<file path="src/rtl/game_pkg.sv">
// Shared 2048 game definitions: move directions and
// move-request FSM encoding.
package game_pkg;

  localparam logic [1:0] DIR_LEFT  = 2'b00;
  localparam logic [1:0] DIR_RIGHT = 2'b01;
  localparam logic [1:0] DIR_UP    = 2'b10;
  localparam logic [1:0] DIR_DOWN  = 2'b11;

  typedef enum logic [1:0] {
    ST_IDLE    = 2'd0,
    ST_PEND    = 2'd1,
    ST_RELEASE = 2'd2
  } move_state_t;

  // press vector is {D,U,R,L}; left wins
  function automatic logic [1:0] pri_dir(
    input logic [3:0] press
  );
    logic [1:0] d;
    d = DIR_DOWN;
    if (press[0])      d = DIR_LEFT;
    else if (press[1]) d = DIR_RIGHT;
    else if (press[2]) d = DIR_UP;
    return d;
  endfunction

endpackage

</file>
<file path="src/rtl/btn_debounce.sv">
// One pushbutton: 2-flop synchroniser, stability counter,
// debounced level and a registered rising-edge pulse.
module btn_debounce
  import game_pkg::*;
#(
  parameter int DEBOUNCE_CYCLES = 16,
  parameter int CNT_W           = 5
) (
  input  logic clk,
  input  logic clr,
  input  logic btn,
  output logic level,
  output logic rise
);

  logic [1:0]       sync;
  logic [CNT_W-1:0] cnt;
  logic             prev;

  always_ff @(posedge clk or posedge clr) begin
    if (clr) begin
      sync  <= '0;
      cnt   <= '0;
      level <= 1'b0;
      prev  <= 1'b0;
      rise  <= 1'b0;
    end else begin
      sync <= {sync[0], btn};
      prev <= level;
      rise <= level & ~prev;
      if (sync[1] == level) begin
        cnt <= '0;
      end else if (cnt == CNT_W'(DEBOUNCE_CYCLES - 1)) begin
        level <= ~level;
        cnt   <= '0;
      end else begin
        cnt <= cnt + 1'b1;
      end
    end
  end

endmodule

</file>
<file path="src/rtl/btn_move_encoder.sv">
// Turns debounced button presses into single move commands
// on a valid/ready handshake toward the game logic.
module btn_move_encoder
  import game_pkg::*;
#(
  parameter int DEBOUNCE_CYCLES = 16,
  parameter int CNT_W           = 5
) (
  input  logic       clk,
  input  logic       clr,
  input  logic       btnL,
  input  logic       btnR,
  input  logic       btnU,
  input  logic       btnD,
  input  logic       move_ready,
  output logic       move_valid,
  output logic [1:0] move_dir,
  output logic [3:0] btn_level
);

  logic [3:0]  raw;
  logic [3:0]  rise;
  logic [3:0]  level;
  move_state_t state, state_nxt;
  logic [1:0]  dir_q, dir_nxt;

  assign raw = {btnD, btnU, btnR, btnL};

  for (genvar i = 0; i < 4; i++) begin : g_db
    btn_debounce #(
      .DEBOUNCE_CYCLES(DEBOUNCE_CYCLES),
      .CNT_W          (CNT_W)
    ) u_db (
      .clk  (clk),
      .clr  (clr),
      .btn  (raw[i]),
      .level(level[i]),
      .rise (rise[i])
    );
  end

  always_ff @(posedge clk or posedge clr) begin
    if (clr) begin
      state <= ST_IDLE;
      dir_q <= DIR_LEFT;
    end else begin
      state <= state_nxt;
      dir_q <= dir_nxt;
    end
  end

  // presses outside IDLE are dropped on purpose
  always_comb begin
    state_nxt = state;
    dir_nxt   = dir_q;
    unique case (state)
      ST_IDLE: begin
        if (|rise) begin
          state_nxt = ST_PEND;
          dir_nxt   = pri_dir(rise);
        end
      end
      ST_PEND: begin
        if (move_ready) state_nxt = ST_RELEASE;
      end
      ST_RELEASE: begin
        if (level == 4'b0000) state_nxt = ST_IDLE;
      end
      default: state_nxt = ST_IDLE;
    endcase
  end

  assign move_valid = (state == ST_PEND);
  assign move_dir   = dir_q;
  assign btn_level  = level;

endmodule

</file>
<file path="config.mk">
export PLATFORM = sky130hd
export DESIGN_NAME = btn_move_encoder
export DESIGN_NICKNAME = d
export VERILOG_FILES = /design/src/rtl/game_pkg.sv /design/src/rtl/btn_debounce.sv /design/src/rtl/btn_move_encoder.sv
export SDC_FILE = /design/constraint.sdc
export NUM_CORES = 1
export LEC_CHECK = 0
export CORE_AREA = 8 8 83 85
export DETAILED_ROUTE_END_ITERATION = 10
export DIE_AREA = 0 0 91 93
export HOLD_SLACK_MARGIN = 0.08
export PLACE_DENSITY = 0.57
export RECOVER_POWER = 25
export SLEW_MARGIN = 20
export SYNTH_ARGS = -nofsm -noshare
export SYNTH_HDL_FRONTEND = slang
export SYNTH_SLANG_ARGS = --single-unit
</file>
<file path="constraint.sdc">
create_clock -name clk -period 1.8 [get_ports clk]
set_input_delay 0.36 -clock clk [delete_from_list [all_inputs] [get_ports clk]]
set_output_delay 0.36 -clock clk [all_outputs]
set_load 0.1 [all_outputs]
</file>
== Word-level counts from Yosys, hierarchy flattened ==
Index checks and enable logic that the tools add are counted.
Storage, ports and cells
  input port bits: 7
  register bits after elaboration: 44
  word-level logic and storage cells: 79
  output and inout bits: 7
Operators by class
  eq/ne operators: 13
  reductions and logical operators: 9
  add/subtract/negate cells: 4
  bitwise gates (word level): 16
  mux-type cells: 15
Operators by type and width (number)
  5-bit 2-to-1 mux: 8
  5-bit by 1-bit adder with 5-bit output, second input constant: 4
  5-bit by 4-bit equality test with 1-bit output, second input constant: 4
  1-bit NOT: 12
  2-bit 2-to-1 mux: 5
  2-bit AND reduction: 5
  2-bit inequality test, second input constant: 3
  2-bit one-hot mux with 3 select lines: 1
  1-bit bitwise AND: 4
  1-bit equality test: 4
  4-bit logical NOT: 1
  4-bit OR reduction: 1
  3-bit AND reduction: 1
  2-bit by 1-bit equality test with 1-bit output, second input constant: 1
  2-bit equality test, second input constant: 1
  2-bit logical NOT: 1
  1-bit 2-to-1 mux: 1

== Longest topological paths before layout ==
Gate-level depths: netlist of run 1.
  word-level depth: 3
  depth in mapped cells: 4
  gate-level depth less buffers: 4

== Hierarchy ==
A second synthesis of run 1 with hierarchy kept.
Second synthesis, totals
  cells, all modules: 129
  area total of the unflattened synthesis: 1671.6 um2
Modules (own cells, without submodules)
  btn_debounce: times used 4, area each 367.9 um2, cells an instance 27
  btn_move_encoder: times used 1, area each 200.2 um2, cells an instance 21

== Worst setup path before layout of run 1 ==
No wires, ideal clock.
  kind: flip-flop to output port
  start point: register state[0]
  end point: output port move_valid
  data required time: 1.440 ns
  arrival: 1.767 ns
  cell stages (with the launch flop): 2
  path slack: -0.327 ns
  cells stage by stage: dfrtp_1 > nor2b_1
Between the ends
  word-level cells in the longest chain between the ends: 1
Ends and longest elaborated chain
  start: declaration: RTL line btn_move_encoder.sv:24  | move_state_t state, state_nxt;
  start signal: assignment: RTL line btn_move_encoder.sv:47  | state <= state_nxt;
  2-bit by 1-bit equality test with 1-bit output: RTL line btn_move_encoder.sv:73  | assign move_valid = (state == ST_PEND);
  end: declaration: RTL line btn_move_encoder.sv:16  | output logic move_valid,
Every way passes these cells.

== Final worst setup path of run 1 ==
Same ends and word-level chain as after synthesis.

==> results.py, run 1 <==
metrics = {
    "power_and_ir_drop": {
        "p_leak_uw": 0.00101,
        "powerDensity_nw_per_um2": 911,
        "total_power_uw": 1830,
        "irDropWorstVdd_mv": 0.525,
    },
    "global_routing": {
        "grt_pass1_vias": 1023,
        "grt_pass1_wl_um": 4380,
        "gr-total-overflow": 0,
        "antenna_found_initial": 0,
        "grt_start_max_net_pins": 45,
        "track_usage_pct": 6.48,
    },
    "synth": {
        "yosysTopAreaCellShare_pct": 67.2,
        "yosys.area.top_type": "dfrtp_1",
        "synth_edf_count": 0,
        "synthMostInstantiatedCell": "dfrtp_1",
        "synth_nets": 140,
        "synth_area_sq_um": 1640,
        "synth_cells": 129,
        "synth_common_cells": "44 x dfrtp_1, 18 x nor2_1, 12 x xor2_1",
        "ys.warnings.count": 0,
        "ys_seq_area_share_pct": 67.2,
        "avgSynthCellArea_sq_um": 12.7,
        "synth_area_leaders": "dfrtp_1 67%, xor2_1 6.4%, nor2_1 4.1%, ha_1 3.1%, mux2_1 2.7%",
        "synthFlopType": "dfrtp_1",
        "async_reset_ff_share_pct": 100,
        "synth_seq_cells": 44,
        "synth.distinct_cells": 20,
    },
    "sta": {
        "slew_headroom_pct": 30.8,
        "fmax_mhz": 668,
        "setup_viol": 0,
        "tns_ps": 0,
        "fin_ws_ps": 303,
        "fin_crit_ps": 1500,
        "grt_setup_unrepaired": "no",
        "hold_violations": 0,
        "slew_viol_final": 0,
        "worst_pin_slew_ps": 1040,
        "finClkSkew_ps": 3.70,
        "fin_crit_sh_pct": 83.1,
    },
    "drt": {
        "drt_iter0_drc": 42,
        "via_per_inst": 4.25,
        "dr.pass1.iters": 4,
        "vias": 939,
        "drt-wirelength-per-cell_um": 10.9,
        "wirelength_um": 2410,
        "ant_nets": 0,
        "drc": 0,
    },
    "floorplan": {
        "design.die.area_sq_um": 8460,
        "ios": 14,
        "die_w_um": 91,
        "fp.dieH_um": 93,
        "coreArea_sq_um": 5680,
        "start_util_pct": 28.9,
        "rows": 28,
    },
    "placement": {
        "place_inst": 214,
        "place_hpwl_um": 1760,
        "globalplace.congestion": 0.676,
        "dpl_worst_slack_ps": 544,
        "place_area_sq_um": 1930,
        "port_buffers": 13,
    },
    "critical_path": {
        "cp.required_ps": 1440,
        "r2r_start": "g_db[0].u_db.cnt[0]",
        "cpLargestDelayFamily": "flip-flops",
        "crit_path_end_kind": "output port",
        "reg2reg_to": "g_db[0].u_db.level",
        "crit_buf_inv": 1,
        "worstPathCellList": "nor2b_2 > buf_12",
        "slowest_stage": "dfrtp_1",
        "max_stage_delay_ps": 440,
        "setup.worst_path.start_class": "flop",
        "rrSetupSlack_ps": 550,
        "ff2ff_path_depth": 4,
        "cp.arrival_ps": 1140,
        "critPathKind": "reg2out",
        "cp_max_fo": 7,
    },
    "final_layout": {
        "n_antenna_cell": 0,
        "finalInstanceArea_sq_um": 2010,
        "instances_no_fill": 221,
        "areaGrowthSynthToFinish_pct": 22.4,
        "drive_above_1_share_pct": 11.0,
        "final_nets": 157,
    },
    "min_path": {
        "min_to": "g_db[0].u_db.sync[1]",
        "min_from": "g_db[0].u_db.sync[0]",
        "whs_path_depth": 0,
        "hold_class": "reg2reg",
    },
    "cts": {
        "cts_buffers": 5,
        "hold_buffers": 0,
        "post-cts-setup-buffer-count": 0,
        "clkLatencyLatePin_ps": 280,
        "cts_sinks": 44,
        "cts_tree": "done",
        "post_cts_resized": 0,
        "cts_root_buf": "clkbuf_8",
        "clk_pin_slew_worst_paths_ps": 70,
        "cts_max_level": 2,
        "clock_path_buffers": 2,
    },
    "status": {
        "run_status": "finished, final reports clean",
    },
    "job": {
        "cap_violations": 0,
    },
}
==> sequential cells by signal (all words and copies together) (netlist names) <==
| signal | count |
|---|---|
| g_db.u_db.cnt | 20 |
| g_db.u_db.sync | 8 |
| g_db.u_db.level | 4 |
| g_db.u_db.prev | 4 |
| g_db.u_db.rise | 4 |
| move_dir | 2 |
| state | 2 |
==> final cells by class <==
class	count	area, sq um
Clock buffer	7	96.3
Fill cell	557	3670
Timing Repair Buffer	14	205
Multi-Input combinational cell	77	495
Tap cell	75	93.8
Inverter	4	15.0
Sequential cell	44	1100
==> power by group <==
| group | switching, uW | internal (uW) | leakage (uW) | total [uW] |
|---|---|---|---|---|
| clock network | 295 | 342 | 0.0000503 | 636 |
| logic | 83.4 | 55.7 | 0.000376 | 139 |
| registers | 27.7 | 1020 | 0.000586 | 1050 |
==> worst max path at each step <==
stage	from	to	slack, ps	cells past startpoint
global placement	g_db[1].u_db.cnt[0]	g_db[1].u_db.level	590	4
floorplan	state[0]	move_valid	190	1
finish	state[0]	move_valid	300	2
CTS	state[0]	move_valid	290	2
detailed placement	g_db[1].u_db.cnt[0]	g_db[1].u_db.level	540	4
global route	clr	g_db[0].u_db.prev	160	3
==> per-layer routing <==
layer	global-route usage [%]	wire, um	vias up
met5	0	0	-
met4	3.68	57	0
met3	2.72	68	4
met2	10.4	1220	13
met1	7.14	1070	466
li1	-	-	456
==> placed cells by master (no fill, tap or decap), types with 2 or more instances in the layout <==
cell type	instances
mux2_1	4
nand3_1	8
and2_1	5
nor2_1	18
o21ai_1	4
inv_1	4
xor2_1	12
dfrtp_1	44
o21a_1	2
nor2b_1	5
buf_12	7
ha_1	4
dlygate4sd3_1	4
clkbuf_8	7
nor3_1	4
clkdlybuf4s50_1	2
and3_1	4
==> logic make-up (layout without fill, tap and decap cells) <==
family | Yosys count | count (layout) | synth area share (%)
adder cells (fa/ha/maj) | 4 | 4 | 3.05
AND/OR/NAND/NOR | 48 | 48 | 14.5
multiplexers | 4 | 4 | 2.75
buffers and inverters | 8 | 25 | 2.75
XOR/XNOR | 12 | 12 | 6.41
AO/OA/AOI/OAI | 9 | 9 | 3.36
flip-flops | 44 | 44 | 67.2
==> through the flow <==
step	hold slack, ps	utilization (%)
floorplan	331	-
global placement	333	33.9
detailed placement	336	33.9
CTS	354	35.6
global route	366	35.4
finish	351	35.4
(Power assumes the default switching activity.)
==> run 2, diff against run 1 <==
Settings changed: PLACE_DENSITY 0.57 to 0.59.
Clock period 1.8 ns to 1.24 ns, I/O delays scaled along.
==> results.py, run 2 (synthesis gave the netlist of run 1 again) <==
metrics = {
    "critical_path": {
        "r2r_start": "g_db[2].u_db.cnt[0]",
        "critPathKind": "reg2out",
        "setup.worst_path.start_class": "flop",
        "ff2ff_path_depth": 4,
        "cp_max_fo": 2,
        "crit_path_end_kind": "output port",
        "worstSetupStartpoint": "state[1]",
        "crit_end": "move_valid",
        "reg2reg_to": "g_db[2].u_db.level",
        "cp.required_ps": 990,
        "rrSetupSlack_ps": 0,
        "cp.arrival_ps": 1020,
    },
    "power_and_ir_drop": {
        "total_power_uw": 2660,
        "p_switching_uw": 606,
        "p_sw_share_pct": 22.8,
        "p_leak_uw": 0.00102,
        "powerDensity_nw_per_um2": 1230,
        "power_frac_seq_pct": 57.5,
        "intPower_uw": 2050,
        "p_comb_share_pct": 9.3,
        "irDropWorstVdd_mv": 0.634,
        "power.share.clock_pct": 33.2,
    },
    "drt": {
        "drt_iter0_drc": 59,
        "via_per_inst": 4.24,
        "wirelength_um": 2610,
        "vias": 979,
        "ant_nets": 0,
        "drc": 0,
        "dr.pass1.iters": 3,
        "drt-wirelength-per-cell_um": 11.3,
    },
    "sta": {
        "fmax_mhz": 786,
        "fin_ws_ps": -32.4,
        "setup_viol": 1,
        "finClkSkew_ps": 3.08,
        "grt_setup_unrepaired": "yes",
        "slew_viol_final": 0,
        "slew_headroom_pct": 61.6,
        "hold_violations": 0,
        "fin_crit_ps": 1270,
        "fin_crit_sh_pct": 103,
        "worst_pin_slew_ps": 577,
        "tns_ps": -32.4,
        "whs_ps": 348,
    },
    "cts": {
        "cts_root_buf": "clkbuf_8",
        "cts_max_level": 2,
        "clkLatencyLatePin_ps": 280,
        "cts_tree": "done",
        "hold_buffers": 0,
        "clk_pin_slew_worst_paths_ps": 70,
        "cts_buffers": 5,
        "clock_path_buffers": 2,
        "cts_sinks": 44,
    },
    "final_layout": {
        "instances_no_fill": 231,
        "areaGrowthSynthToFinish_pct": 32.0,
        "n_antenna_cell": 0,
        "largest_register_ffs": 20,
        "final_nets": 166,
        "final_cell_mix": "38 x dfrtp_1, 14 x nor2_1, 12 x xor2_1",
        "layout_commonest_cell": "dfrtp_1",
        "top_register": "g_db.u_db.cnt",
        "n_fill_cell": 550,
        "drive_above_1_share_pct": 30.8,
        "postLayoutCoreUtil_pct": 38.1,
        "reg.largest.list": "g_db.u_db.cnt: 20 flops, g_db.u_db.sync: 8 flops",
    },
    "floorplan": {
        "die_w_um": 91,
        "design.die.area_sq_um": 8460,
        "fp.dieH_um": 93,
        "start_util_pct": 28.9,
        "ios": 14,
        "coreArea_sq_um": 5680,
        "rows": 28,
    },
    "global_routing": {
        "track_usage_pct": 6.74,
        "grt_start_max_net_pins": 45,
        "gr-total-overflow": 0,
        "antenna_found_initial": 0,
        "grt_pass1_vias": 1078,
        "grt_pass1_wl_um": 4560,
    },
    "status": {
        "violations": "setup timing",
        "run_status": "complete, but fails checks",
    },
    "min_path": {
        "hold_class": "reg2reg",
    },
    "placement": {
        "place_hpwl_um": 1730,
        "place_inst": 215,
        "port_buffers": 13,
        "globalplace.congestion": 0.689,
    },
    "job": {
        "cap_violations": 0,
    },
}
## run 2: how the worst min path moves through the flow
stage	start	end	slack [ps]	depth (start not counted)
2_1_floorplan	clr	g_db[0].u_db.cnt[0]	250	1
3_3_place_gp	g_db[2].u_db.sync[0]	g_db[2].u_db.sync[1]	330	0
3_5_place_dp	g_db[2].u_db.sync[0]	g_db[2].u_db.sync[1]	340	0
4_1_cts	clr	g_db[2].u_db.sync[0]	350	3
5_1_grt	g_db[2].u_db.sync[0]	g_db[2].u_db.sync[1]	360	0
6_report	g_db[1].u_db.sync[0]	g_db[1].u_db.sync[1]	350	0
## run 2: cell type report
cell class                 instances  area (sq um)  area share (%)
sequential                        44          1110            51.2
multi-input combinational         77           577            26.7
timing repair buffer              23           275            12.7
tap                               75          93.8            4.34
clock buffer                       8          90.1            4.16
inverter                           4          18.8           0.868
## run 2: metal layers
metal | share of wire (%) | GRT usage [%] | up-vias
met2 | 51 | 11.2 | 15
li1 | - | - | 476
met5 | 0 | 0 | -
met1 | 43 | 7.14 | 483
met3 | 3.6 | 2.32 | 5
met4 | 2.3 | 4.50 | 0
## run 2: critical path, cell delays in order, from the launching register on
cell and delay (ps):
dfrtp_2 430, nor2b_4 130, buf_12 180
## run 2: power groups by stage
| stage | registers [uW] | logic, uW | clock network, uW |
|---|---|---|---|
| final | 1530 | 246 | 881 |
| after global routing | 1530 | 279 | 991 |
| after CTS | 1520 | 247 | 924 |
| after detailed placement | 1560 | 222 | 0 |
| after global placement | 1550 | 210 | 0 |
| after floorplan | 1570 | 121 | 0 |
## run 2: repair_timing
item / in CTS / in global routing
endpoints found under the hold margin: 0 / 0
buffers inserted: 5 / 3
endpoints found under the setup margin: 8 / 8
cloned: 0 / 0
pin swaps: 0 / 8
gates resized for setup: 8 / 17
## run 2: through the flow
stage | area [sq um] | worst slack [ps]
after floorplan | 1650 | -51.3
final | 2160 | -32.4
after CTS | 2080 | -51.2
after global placement | 1940 | 21.6
after global routing | 2160 | -73.9
after detailed placement | 1940 | -29.9
